## src/rtl/vermi_spi_master.sv

```systemverilog
// Vermibus SPI master: byte-wide shift engine with software chip select and DATA/STATUS/CONTROL/CS registers.
// Optional transfer-done interrupt enabled by defining VERMI_SPI_IRQ_EN.
module vermi_spi_master #(
  parameter logic [15:0] CLKDIV_RESET = 16'd3,
  parameter logic        CPOL_RESET   = 1'b0
) (
  input  logic        clk,
  input  logic        reset,
  input  logic        valid,
  output logic        ready,
  input  logic [31:0] address,
  input  logic [3:0]  wstrobe,
  input  logic [31:0] wdata,
  output logic [31:0] rdata,
  output logic        irq,
  output logic        spi_sclk,
  output logic        spi_mosi,
  input  logic        spi_miso,
  output logic        spi_cs_n
);

  // state | meaning
  // IDLE  | sclk parked at CPOL, waiting for a DATA write
  // SHIFT | 16 sclk edges, one per half-period tick
  // DONE  | one cycle: publish rx byte, raise RXV / irq
  typedef enum logic [1:0] {IDLE, SHIFT, DONE} state_t;

  state_t      state;
  logic [15:0] div;
  logic        cpol, cpha, ie, cs, rxv, ovr;
  logic [7:0]  rx_byte, shreg;
  logic [15:0] half_cnt;
  logic [4:0]  edge_cnt;
  logic [1:0]  miso_sync;

  logic        busy, accept, wr, rd, tick;
  logic [1:0]  sel;
  logic [15:0] div_eff;
  logic [4:0]  edge_nxt;
  logic        unused;

  assign busy     = (state != IDLE);
  assign accept   = valid && !ready;
  assign wr       = accept && (wstrobe != 4'd0);
  assign rd       = accept && (wstrobe == 4'd0);
  assign sel      = address[3:2];
  assign div_eff  = (div < 16'd2) ? 16'd2 : div;
  assign tick     = (half_cnt == div_eff);
  assign edge_nxt = edge_cnt + 5'd1;
  assign spi_cs_n = ~cs;
  assign unused   = &{1'b0, address[31:4], address[1:0], wdata[31:18]};

`ifndef VERMI_SPI_IRQ_EN
  assign irq = 1'b0;
`endif

  always_ff @(posedge clk) begin
    if (reset) begin
      state     <= IDLE;
      ready     <= 1'b0;
      rdata     <= 32'd0;
      div       <= CLKDIV_RESET;
      cpol      <= CPOL_RESET;
      cpha      <= 1'b0;
      ie        <= 1'b0;
      cs        <= 1'b0;
      rxv       <= 1'b0;
      ovr       <= 1'b0;
      rx_byte   <= 8'd0;
      shreg     <= 8'd0;
      half_cnt  <= 16'd0;
      edge_cnt  <= 5'd0;
      miso_sync <= 2'b00;
      spi_sclk  <= CPOL_RESET;
      spi_mosi  <= 1'b0;
`ifdef VERMI_SPI_IRQ_EN
      irq       <= 1'b0;
`endif
    end else begin
      miso_sync <= {miso_sync[0], spi_miso};
      ready     <= accept;
      rdata     <= 32'd0;

      if (rd) begin
        case (sel)
          2'd0: begin
            rdata <= {24'd0, rx_byte};
            rxv   <= 1'b0;
`ifdef VERMI_SPI_IRQ_EN
            irq   <= 1'b0;
`endif
          end
          2'd1: begin
            rdata <= {29'd0, ovr, rxv, busy};
            ovr   <= 1'b0;
          end
          2'd2:    rdata <= {13'd0, ie, cpha, cpol, div};
          default: rdata <= {31'd0, cs};
        endcase
      end

      if (wr) begin
        case (sel)
          2'd0: if (busy) ovr <= 1'b1;
          2'd2: if (!busy) begin
            div  <= wdata[15:0];
            cpol <= wdata[16];
            cpha <= wdata[17];
`ifdef VERMI_SPI_IRQ_EN
            ie   <= wdata[18];
`endif
          end
          2'd3:    cs <= wdata[0];
          default: ;
        endcase
      end

`ifdef VERMI_SPI_IRQ_EN
      if (!ie) irq <= 1'b0;
`endif

      case (state)
        IDLE: begin
          spi_sclk <= cpol;
          if (wr && sel == 2'd0) begin
            shreg    <= wdata[7:0];
            half_cnt <= 16'd0;
            edge_cnt <= 5'd0;
            state    <= SHIFT;
            if (!cpha) spi_mosi <= wdata[7];
          end
        end
        SHIFT: begin
          if (tick) begin
            half_cnt <= 16'd0;
            spi_sclk <= ~spi_sclk;
            edge_cnt <= edge_nxt;
            // odd edges are the first edge of each bit; CPHA picks sample vs launch on it
            if (edge_nxt[0] != cpha) shreg <= {shreg[6:0], miso_sync[1]};
            else if (cpha || edge_nxt <= 5'd14) spi_mosi <= shreg[7];
            if (edge_nxt == 5'd16) state <= DONE;
          end else begin
            half_cnt <= half_cnt + 16'd1;
          end
        end
        DONE: begin
          rx_byte <= shreg;
          rxv     <= 1'b1;
`ifdef VERMI_SPI_IRQ_EN
          if (ie) irq <= 1'b1;
`endif
          state   <= IDLE;
        end
        default: state <= IDLE;
      endcase
    end
  end

endmodule

```

## config.mk

```make
export PLATFORM = sky130hd
export DESIGN_NAME = vermi_spi_master
export DESIGN_NICKNAME = d
export VERILOG_FILES = /design/src/rtl/vermi_spi_master.sv
export SDC_FILE = /design/constraint.sdc
export NUM_CORES = 1
export LEC_CHECK = 0
export ABC_AREA = 0
export CAP_MARGIN = 15
export CORE_UTILIZATION = 30
export DETAILED_ROUTE_END_ITERATION = 12
export GPL_ROUTABILITY_DRIVEN = 1
export MAX_ROUTING_LAYER = met4
export PLACE_DENSITY = 0.62
export SLEW_MARGIN = 10
export SYNTH_ARGS = -nofsm -noshare
export SYNTH_HDL_FRONTEND = slang
export SYNTH_SLANG_ARGS = --single-unit
```

## constraint.sdc

```tcl
create_clock -name clk -period 3.78 [get_ports clk]
set_input_delay 0.945 -clock clk [delete_from_list [all_inputs] [get_ports clk]]
set_output_delay 0.945 -clock clk [all_outputs]
set_load 0.03 [all_outputs]
```

* Yosys cells after proc, flatten, opt, wreduce, memory -nomap -nowiden
Cells that the tools add are included.
** Storage, ports and cells
- Input port bits :: 72
- Bits in registers :: 97
- Logic and storage cells :: 95
** Cells by class
- $add $sub $neg :: 2
- Multiplexer cells :: 32
- Reduce and logical (&&, ||, !) cells :: 24
- Equal/unequal tests :: 15
- $lt $le $gt $ge :: 2
- Bitwise gates (word level) :: 4
** Operators by type and width (number)
- $pmux W18 S3 :: 1
- $mux W16 :: 3
- $pmux W16 S2 :: 1
- $mux W8 :: 3
- $add A16 B1 Y16 const B :: 1
- $eq A16 B16 Y1 :: 1
- $lt A16 B2 Y1 const B :: 1
- $pmux W8 S2 :: 1
- $mux W1 :: 14
- $ne A2 B2 Y1 const B :: 7
- $mux W5 :: 2
- $pmux W5 S2 :: 1
- $reduce_and A3 Y1 :: 3
- $reduce_and A2 Y1 :: 4
- $reduce_bool A2 Y1 :: 4
- $eq A2 B2 Y1 const B :: 3
- $mux W2 :: 3
- $reduce_and A6 Y1 :: 1
- $add A5 B1 Y5 const B :: 1
- $eq A5 B5 Y1 const B :: 1
- $le A5 B4 Y1 const B :: 1
- $eq A2 B1 Y1 const B :: 2
- $logic_and A1 B1 Y1 :: 4
- $logic_not A2 Y1 :: 2
- other kinds (10) :: 14

* Longest topological paths before layout
- Word-level depth :: 7
- Depth in mapped cells :: 7
- Mapped depth without buffers :: 7

* Worst setup path after synthesis
OpenSTA, ideal clock, no wires.
- Kind :: in2reg
- Start :: input address[3]
- End :: register edge_cnt[0]
- Stages :: 6
- Path slack :: 1214 ps
- Arrival :: 2448 ps
- Cells stage by stage :: clkbuf_1 -> o41a_1 -> or2_1 -> clkbuf_1 -> or2_1 -> a32o_1
** Between the ends
- Cells in the longest elaborated chain, start to end :: 4
** Ends and longest elaborated chain
- from (decl) :: RTL line 11 : input logic [31:0] address,
- $logic_not A2 Y1 :: RTL line 125 : if (wr && sel == 2'd0) begin
- $logic_and A1 B1 Y1 :: RTL line 125
- $ne A2 B2 Y1 (no line)
- $reduce_and A3 Y1 (no line)
- to (signal assigned) :: RTL line 137 : edge_cnt <= edge_nxt;
- to (decl) :: RTL line 33 : logic [4:0] edge_cnt;
No other way between the ends.
A chain may end at the register's enable or synchronous reset.

* Worst setup path after layout
- Start :: input wstrobe[0]
- End :: register shreg[7]
** Between the ends
- Cells in the longest elaborated chain, start to end :: 5
** Ends and longest elaborated chain
- from (decl) :: RTL line 12 : input logic [3:0] wstrobe,
- $reduce_bool A4 Y1 :: RTL line 44 : assign wr = accept && (wstrobe != 4'd0);
- $logic_and A1 B1 Y1 :: RTL line 44
- $logic_and A1 B1 Y1 :: RTL line 125
- $ne A2 B2 Y1 (no line)
- $reduce_and A4 Y1 (no line)
- to (signal assigned) :: RTL line 126 : shreg <= wdata[7:0];
- to (signal assigned) :: RTL line 139 : if (edge_nxt[0] != cpha) shreg <= {shreg[6:0], miso_sync[1]};
- to (decl) :: RTL line 31 : logic [7:0] rx_byte, shreg;
No other way between the ends.

==> impl_metrics.toml <==
[worst_setup_path]
slowest_stage = "nor3_2"
crit_family = "simple AND/OR/NAND/NOR gates"
startpoint_type = "primary input"
slowest_delay_ns = 0.51
crit_type = "in -> reg"
required_ns = 3.97
crit_path_end_kind = "register"
worstPathCellList = "clkdlybuf4s50_1, nor4_1, buf_4, nor2_1, nand2_1, nor3_2, or2_1, a311oi_1"
crit_arrival_ns = 3.02
r2r-start = "div[4]"
cp_max_fo = 9
worstSetupStartpoint = "wstrobe[0]"
cp_num_buf_inv = 2

[clocking]
worstSkewPairLatency_ns = 0.33
cts_inserted_buffers = 9
h-tree-depth = 3
post_cts_resized = 0
root_buffer = "clkbuf_16"
cts_buffer_depth = 2
clk_pin_slew_ns = 0.06
cts_hold_buf = 0
cts_tree = "built"
cts_sinks = 83
cts_setup_buffers = 0

[timing]
finalSetupViolations = 0
fin_setup_tns_ns = 0
slew_headroom_pct = 37.7
worst_pin_slew_ns = 0.931
slew_viol_final = 0
fmax_mhz = 354
layout_min_cycle_time_ns = 2.83
finalHoldViolations = 0
fin_worst_skew_ns = 0.00652
fin_crit_sh_pct = 74.8
rsz0062_at_grt = "no"

[floorplan]
design.core.area_um2 = 12100
initial_core_util_pct = 31.0
rows = 40
io_pins = 109
die_y_um = 114
fp.dieW_um = 114
die_area_um2 = 13000

[synth]
netlist.area_leader.share_pct = 44.3
ys_types = 52
ys_seq_elements = 83
synthCells = 438
ys_top_cells_by_count = "dfxtp_1 (83), nand2_1 (82), a21oi_1 (36)"
yosysMostFrequentCell = "dfxtp_1"
synth_area_leaders = "dfxtp_1 (44%), nand2_1 (8.2%), xor2_1 (5.8%), a21oi_1 (4.8%), nor2_1 (3.5%)"
synth_edf_count = 0
yosys_warnings = 0
syn_avg_cell_area_um2 = 8.56
async_reset_ff_share_pct = 0
synthFlopType = "dfxtp_1"
synth_top_area_cell = "dfxtp_1"
syn_area_um2 = 3750
seq_area_frac_synth_pct = 44.3

[placement]
io_buffer_count = 49
gp_congestion = 0.840
hpwlAfterDp_um = 6500

[power]
cellPowerDensity_nw_per_um2 = 431
ir_worst_vdd_uv = 223
p_leak_nw = 1.75
power_mw = 2.02

[route]
drc = 0
drt_iter0_drc = 317
wl_um = 8960
wl_per_cell_um = 13.6
viasPerCell = 4.86
postRouteAntennaNets = 0
route.vias.total = 3192
drt-pass1-iter-count = 4

[cells_and_area]
syn_to_final_growth_pct = 24.8
n_antenna_cell = 0
fillerInstances = 1239
final_layout_size_suffix_gt1_share_pct = 6.75
final_util_pct = 38.7
fin_nets = 561

[grt]
antenna_found_initial = 0
met1_usage_pct = 19.7
use_met2_pct = 21.9
grt_util_met3_pct = 2.76
grt.overflow.total = 0
grt_pass1_vias = 2919
grtUsageTotal_pct = 14.8
busiest_layer = "met2"
grt_max_degree = 53
grt_pass1_wl_um = 14500

[min_path]
worstHoldStart = "miso_sync[0]"
hp-class = "reg -> reg"

[flow_run]
drv_cap = 0

[status]
status = "completed"
## final cells by class
type	instances	area [µm²]	area share, %
clock buffer	11	253	5.40
clock inverter	4	73.8	1.58
inverter	6	22.5	0.481
multi-input combinational	330	1930	41.2
sequential	83	1660	35.5
tap	168	210	4.49
timing repair buffer	55	531	11.3
## worst register-to-register path: stages (launching register included)
cell and delay, ns:
dfxtp_1 0.36, nor4_1 0.37, nand4_1 0.25, mux2_4 0.38
nor4_4 0.50, or2_1 0.35, a311oi_1 0.14
## registers in the layout (all words and copies together) (netlist names), 2 cells and up
signal,count
rx_byte,8
div,16
shreg,8
edge_cnt,5
state,2
miso_sync,2
half_cnt,16
rdata,18
## worst paths after layout
check | slack, ns | cells past startpoint | endpoint
worst max register to register | 1.29 | 6 | shreg[7]
worst min register to register | 0.44 | 1 | miso_sync[1]
worst max-delay path | 0.95 | 8 | shreg[7]
worst min-delay path | 0.44 | 1 | miso_sync[1]
## power breakdown
part           internal, mW  switching [mW]  total (mW)
Combinational        0.0630           0.101       0.164
Sequential            0.889          0.0156       0.905
Clock                 0.611           0.336       0.947
## through the flow
step / hold slack [ns] / cell area [µm²] / worst slack (ns) / std cells
2_1_floorplan: 0.414 / 3800 / 1.21 / 452
3_3_place_gp: 0.423 / 4360 / 0.677 / 642
3_5_place_dp: 0.427 / 4360 / 0.662 / 642
4_1_cts: 0.446 / 4680 / 1.01 / 657
5_1_grt: 0.454 / 4680 / 0.797 / 657
6_report: 0.439 / 4680 / 0.953 / 657
## per-layer routing
layer,up-vias,routed length (µm)
met5,-,0
li1,1581,-
met1,1501,4330
met3,17,422
met2,93,4030
met4,0,182
## layout by cell type, fill, tap and decap left out, types with 3 or more instances in the layout
cell             netlist  layout
nor2_1                35      35
nand4_1                6       6
nand2b_1               4       4
ha_1                   4       4
nor4_1                 7       7
xnor2_1                5       5
clkbuf_16              0       9
xor2_1                25      25
dfxtp_1               83      83
nor3_1                15      15
and2_1                10      10
nor2b_1                8       8
o21ai_0                8       8
inv_1                  6       6
and4_1                 3       3
and3_1                 4       4
clkdlybuf4s50_1        0      48
nand3_1                9       9
a311oi_1               8       8
conb_1                 1      15
buf_4                 15       6
or2_1                  4       4
nand2_1               82      82
mux2i_1               10      10
a21oi_1               36      36
## cells by family (layout without fill, tap and decap cells)
group	Yosys count	count (layout)	share of synthesized area (%)
AND/OR/NAND/NOR	198	198	25.9
flip-flops	83	83	44.3
AO/OA/AOI/OAI	71	71	12.1
buffers and inverters	39	76	5.64
XOR/XNOR	30	30	7.00
multiplexers	12	12	3.67
adder cells (fa/ha/maj)	4	4	1.33
other	1	15	0.100
(Power assumes the default switching activity.)
